[src/rtl/axis_pkg.sv]
// rtl/axis_pkg.sv - shared stream types and defaults for the axis blocks
package axis_pkg;

  localparam int AXIS_DATA_W = 32;

  typedef enum logic {
    ST_IDLE,
    ST_RUN
  } state_t;

endpackage

[src/rtl/axis_reg_slice.sv]
// rtl/axis_reg_slice.sv - one-entry ready/valid register; loads while empty or draining
module axis_reg_slice
  import axis_pkg::*;
#(
  parameter int DATA_W = AXIS_DATA_W
) (
  input  logic              clk,
  input  logic              rst,
  input  logic [DATA_W-1:0] in_data,
  input  logic              in_last,
  input  logic              in_valid,
  output logic              in_ready,
  output logic [DATA_W-1:0] out_data,
  output logic              out_last,
  output logic              out_valid,
  input  logic              out_ready
);

  // Load and drain can coincide, giving one beat per cycle.
  assign in_ready = !out_valid || out_ready;

  always_ff @(posedge clk) begin
    if (rst) begin
      out_data  <= '0;
      out_last  <= 1'b0;
      out_valid <= 1'b0;
    end else if (in_valid && in_ready) begin
      out_data  <= in_data;
      out_last  <= in_last;
      out_valid <= 1'b1;
    end else if (out_ready) begin
      out_valid <= 1'b0;
    end
  end

endmodule

[src/rtl/axis_rr_merge.sv]
// rtl/axis_rr_merge.sv - round-robin merge of lanes into one packet with generated TLAST
module axis_rr_merge
  import axis_pkg::*;
#(
  parameter int NUM_LANES = 4,
  parameter int DATA_W    = AXIS_DATA_W,
  parameter int LEN_W     = 16
) (
  input  logic              clk,
  input  logic              rst,
  input  logic [LEN_W-1:0]  pkt_len,
  input  logic [DATA_W-1:0] INPUT_AXIS_TDATA  [0:NUM_LANES-1],
  input  logic              INPUT_AXIS_TLAST  [0:NUM_LANES-1],
  input  logic              INPUT_AXIS_TVALID [0:NUM_LANES-1],
  output logic              INPUT_AXIS_TREADY [0:NUM_LANES-1],
  output logic [DATA_W-1:0] OUTPUT_AXIS_TDATA,
  output logic              OUTPUT_AXIS_TLAST,
  output logic              OUTPUT_AXIS_TVALID,
  input  logic              OUTPUT_AXIS_TREADY,
  input  logic              err_clr,
  output logic              tlast_err
);

  localparam int PTR_W = $clog2(NUM_LANES);
  localparam logic [PTR_W-1:0] PTR_MAX = PTR_W'(NUM_LANES - 1);
  localparam logic [LEN_W:0] LANES_EXT = (LEN_W + 1)'(NUM_LANES);

  state_t            state;
  logic [PTR_W-1:0]  ptr;
  logic [LEN_W-1:0]  cnt;
  logic [LEN_W-1:0]  len_q;
  logic [LEN_W-1:0]  cur_len;
  logic [DATA_W-1:0] lane_data;
  logic              lane_valid;
  logic              lane_last;
  logic              slice_ready;
  logic              accept;
  logic              is_last;
  logic              exp_last;

  // The packet length is live only on the opening beat; afterwards the latched copy rules.
  always_comb begin
    cur_len    = (state == ST_IDLE) ? ((pkt_len == '0) ? LEN_W'(1) : pkt_len) : len_q;
    lane_data  = INPUT_AXIS_TDATA[ptr];
    lane_valid = INPUT_AXIS_TVALID[ptr];
    lane_last  = INPUT_AXIS_TLAST[ptr];
    is_last    = (cnt == cur_len - LEN_W'(1));
    exp_last   = ({1'b0, cnt} + LANES_EXT) >= {1'b0, cur_len};
    accept     = !rst && slice_ready && lane_valid;
  end

  always_comb begin
    for (int i = 0; i < NUM_LANES; i++) begin
      INPUT_AXIS_TREADY[i] = !rst && (ptr == PTR_W'(i)) && slice_ready;
    end
  end

  always_ff @(posedge clk) begin
    if (rst) begin
      state     <= ST_IDLE;
      ptr       <= '0;
      cnt       <= '0;
      len_q     <= '0;
      tlast_err <= 1'b0;
    end else begin
      // A fresh mismatch beats a simultaneous clear.
      if (accept && (lane_last != exp_last)) begin
        tlast_err <= 1'b1;
      end else if (err_clr) begin
        tlast_err <= 1'b0;
      end

      if (accept) begin
        if (state == ST_IDLE) begin
          len_q <= cur_len;
        end
        if (is_last) begin
          state <= ST_IDLE;
          ptr   <= '0;
          cnt   <= '0;
        end else begin
          state <= ST_RUN;
          ptr   <= (ptr == PTR_MAX) ? '0 : ptr + PTR_W'(1);
          cnt   <= cnt + LEN_W'(1);
        end
      end
    end
  end

  axis_reg_slice #(
    .DATA_W(DATA_W)
  ) u_out (
    .clk      (clk),
    .rst      (rst),
    .in_data  (lane_data),
    .in_last  (is_last),
    .in_valid (accept),
    .in_ready (slice_ready),
    .out_data (OUTPUT_AXIS_TDATA),
    .out_last (OUTPUT_AXIS_TLAST),
    .out_valid(OUTPUT_AXIS_TVALID),
    .out_ready(OUTPUT_AXIS_TREADY)
  );

endmodule

[config.mk]
export PLATFORM = sky130hd
export DESIGN_NAME = axis_rr_merge
export DESIGN_NICKNAME = d
export VERILOG_FILES = /design/src/rtl/axis_pkg.sv /design/src/rtl/axis_reg_slice.sv /design/src/rtl/axis_rr_merge.sv
export SDC_FILE = /design/constraint.sdc
export NUM_CORES = 1
export LEC_CHECK = 0
export ABC_AREA = 1
export BUFFER_PORTS_ARGS = -buffer_cell sky130_fd_sc_hd__clkbuf_2
export CAP_MARGIN = 25
export CORE_AREA = 2 2 102 104
export DETAILED_ROUTE_END_ITERATION = 8
export DIE_AREA = 0 0 104 106
export PLACE_DENSITY = 0.83
export SETUP_SLACK_MARGIN = 0.1
export SYNTH_ARGS = -nofsm -noshare
export SYNTH_HDL_FRONTEND = slang
export SYNTH_SLANG_ARGS = --single-unit
[constraint.sdc]
create_clock -name clk -period 6.23 [get_ports clk]
set_input_delay 0.3115 -clock clk [delete_from_list [all_inputs] [get_ports clk]]
set_output_delay 0.3115 -clock clk [all_outputs]
set_load 0.03 [all_outputs]
==> qor.yml <==
die:
  design.core.area_sq_mm: 0.0100
  die_area_sq_mm: 0.0110
  die_x_um: 104
  die_y_um: 106
  rows: 37
  initial_core_util_pct: 52.0
  num_io_pins: 195
yosys:
  syn_nets: 1016
  synth_top_area_share_pct: 27.0
  synth_top_area_cell: "dfxtp_1"
  ys_types: 43
  synth_enable_flop_cells: 0
  seq_area_frac_synth_pct: 27.0
  synth_area_leaders: "dfxtp_1 27%, nor2_1 13%, o21ai_0 13%, nand2_1 8.4%, ha_1 5.3%"
  ys_ff_latch: 70
  syn_area_sq_mm: 0.00519
  synthFlopType: "dfxtp_1"
  synthArstFlopShare_pct: 0
  synth_warnings: 0
  avgSynthCellArea_sq_um: 6.20
  synthCells: 838
sta:
  timing.final.crit_period_ns: 3.35
  max_freq_mhz: 298
  fin_hold_ws_ns: 0.215
  drv_slew: 0
  fin_skew_ns: 0.0153
  slew-limit-headroom_pct: 47.5
  hold_viol: 0
  tightest_slew_ns: 0.782
  fin_tns_setup_ns: 0
  setup_viol: 0
  grt_setup_unrepaired: "no"
  period_share_pct: 53.8
clocking:
  htree_levels: 3
  post_cts_buffers: 0
  cts_sinks: 70
  cts_tree: "yes"
  ctsHoldBuffers: 0
  cts.clk_slew.worst_paths_ns: 0.09
  clk_latency_ns: 0.37
  cts_buffers: 9
  cts_buffer_depth: 2
  ctsRootBufferMaster: "clkbuf_8"
  cts-resized-gates: 0
setup_path:
  slowest_delay_ns: 0.33
  cp-end-kind: "register"
  path_buf_inv: 5
  critPathTopFamily: "simple AND/OR/NAND/NOR gates"
  cp_data_arrival_time_ns: 3.60
  path_cells: "buf_4 -> inv_2 -> or2_1 -> nand2_1 -> ha_1 -> nand3_1 -> nor2_2 -> nand3_2 -> inv_2 -> nand2_1 -> xnor2_1 -> inv_1 -> nor2_1 -> nand2_1 -> nor2_2 -> nand4_2 -> nand4_1 -> inv_1"
  worstPathRequired_ns: 6.48
  cpMaxStageDelayCell: "nand4_2"
  worst_path_most_repeated_cell: "nand2_1"
  cp_max_fo: 28
  critPathKind: "reg2reg"
  start_kind: "register"
final_layout:
  area_growth_pct: 24.1
  drive_above_1_share_pct: 25.6
  final_nets: 1183
  fin_util_pct: 64.5
  fill_cells: 974
  antenna_cells: 0
  final_area_sq_mm: 0.00645
  fin_cells: 1145
flow_run:
  drv_cap: 0
route:
  drc: 0
  wl_um: 15900
  drt-wirelength-per-cell_um: 13.9
  dr.pass1.iters: 5
  drt_iter0_drc: 427
  dr_total_vias: 6080
  viasPerCell: 5.31
  ant_nets: 0
pwr:
  p_seq_share_pct: 35.2
  p_leak_uw: 0.00332
  p_comb_share_pct: 33.0
  switching_power_uw: 511
  power_frac_clock_pct: 31.8
  p_int_uw: 925
  ir_worst_vdd_mv: 0.116
  powerDensity_mw_per_mm2: 223
  p_sw_share_pct: 35.6
global_routing:
  grt_pass1_vias: 5544
  grt_overflow: 0
  grt_max_degree: 74
  grt_usage_pct: 28.8
  antenna_found_initial: 0
  grt_pass1_wl_um: 26100
hold_path:
  min-delay-path-class: "in2reg"
run_status:
  status: "finished, final reports clean"
placement:
  dp_cells: 1128
  dp_hpwl_um: 12000
  place_area_sq_mm: 0.00617
  port_buffers: 194
  gp_congestion: 0.904
## worst min-delay path: cells and delay by family
kind	cells	cell delay [ns]
compound gates	1	0.06
buf+inv	2	0.17
## placed cells by master, fill, tap and decap left out, types with 8 or more instances in the layout
master    count
a21oi_1      19
a31oi_1      12
buf_4         8
clkbuf_2    194
clkbuf_8     10
dfxtp_1      69
ha_1         22
inv_1        71
inv_2        10
nand2_1     116
nand3_1      33
nand4_1      14
nor2_1      186
o21ai_0     131
o21ai_2       8
o22ai_1      33
xor2_1       22
## cells by family (layout without fill, tap and decap cells)
group / Yosys count / in the layout / share of synthesized area (%)
XOR/XNOR: 26 / 26 / 4.38
AO/OA/AOI/OAI: 210 / 210 / 22.2
adder cells (fa/ha/maj): 22 / 22 / 5.30
multiplexers: 1 / 1 / 0.193
AND/OR/NAND/NOR: 380 / 380 / 30.9
flip-flops: 70 / 70 / 27.0
buffers and inverters: 129 / 300 / 10.1
## area by class of cell
type                    instances  area, sq um  share of cell area [%]
clock inverters                 5          106                    1.65
flip-flops and latches         70         1400                    21.8
inverters                      82          308                    4.77
clock buffers                  10          138                    2.14
multi-input cells             639         3270                    50.7
repair buffers                203         1050                    16.3
well taps                     136          170                    2.64
## path summary, 6_finish.rpt
| check | start | end | slack [ns] | cells after the start |
|---|---|---|---|---|
| setup reg to reg | state$_SDFFE_PP0P_ | cnt[2]$_SDFFE_PP0P_ | 2.88 | 18 |
| hold reg to reg | tlast_err$_SDFFE_PP0P_ | tlast_err$_SDFFE_PP0P_ | 0.49 | 2 |
| setup / recovery | state$_SDFFE_PP0P_ | cnt[2]$_SDFFE_PP0P_ | 2.88 | 18 |
| hold / removal | pkt_len[8] | len_q[8]$_SDFFE_PP0P_ | 0.22 | 3 |
## power groups by stage
stage / Clock, uW / Combinational [uW] / Sequential [uW]
3_3_place_gp: 0 / 464 / 514
6_report: 456 / 474 / 506
2_1_floorplan: 0 / 286 / 560
4_1_cts: 460 / 468 / 506
5_1_grt: 478 / 529 / 510
3_5_place_dp: 0 / 467 / 514
## sequential cells by signal (all words and copies together) (netlist names)
signal           cells
cnt                 16
u_out.out_valid      1
tlast_err            1
u_out.out_last       1
ptr                  2
len_q               16
u_out.out_data      32
state                1
## cells in the mapped netlist (6+ instances only)
master / n
nor2_2: 7
a31oi_1: 12
o21ai_0: 131
xor2_1: 22
clkbuf_1: 39
dfxtp_1: 70
a21oi_1: 19
ha_1: 22
nand2_1: 116
nor2_1: 186
nand4_1: 14
inv_2: 9
inv_1: 72
o21ai_2: 8
nand2_2: 6
o22ai_1: 33
nand3_1: 33
## stage by stage
| stage | setup WS [ns] | total power [uW] |
|---|---|---|
| after floorplan | 3.63 | 846 |
| after global placement | 2.99 | 978 |
| after detailed placement | 2.90 | 982 |
| after CTS | 2.80 | 1430 |
| after global routing | 2.48 | 1520 |
| final | 2.88 | 1440 |
## routing by layer
metal | share of wire, % | up-vias | track usage, %
met5 | 0 | - | 0
met4 | 3.1 | 0 | 11.5
met3 | 6.4 | 43 | 4.60
met2 | 48 | 240 | 49.2
met1 | 43 | 2704 | 36.4
li1 | - | 3093 | -
(Power assumes the default switching activity.)
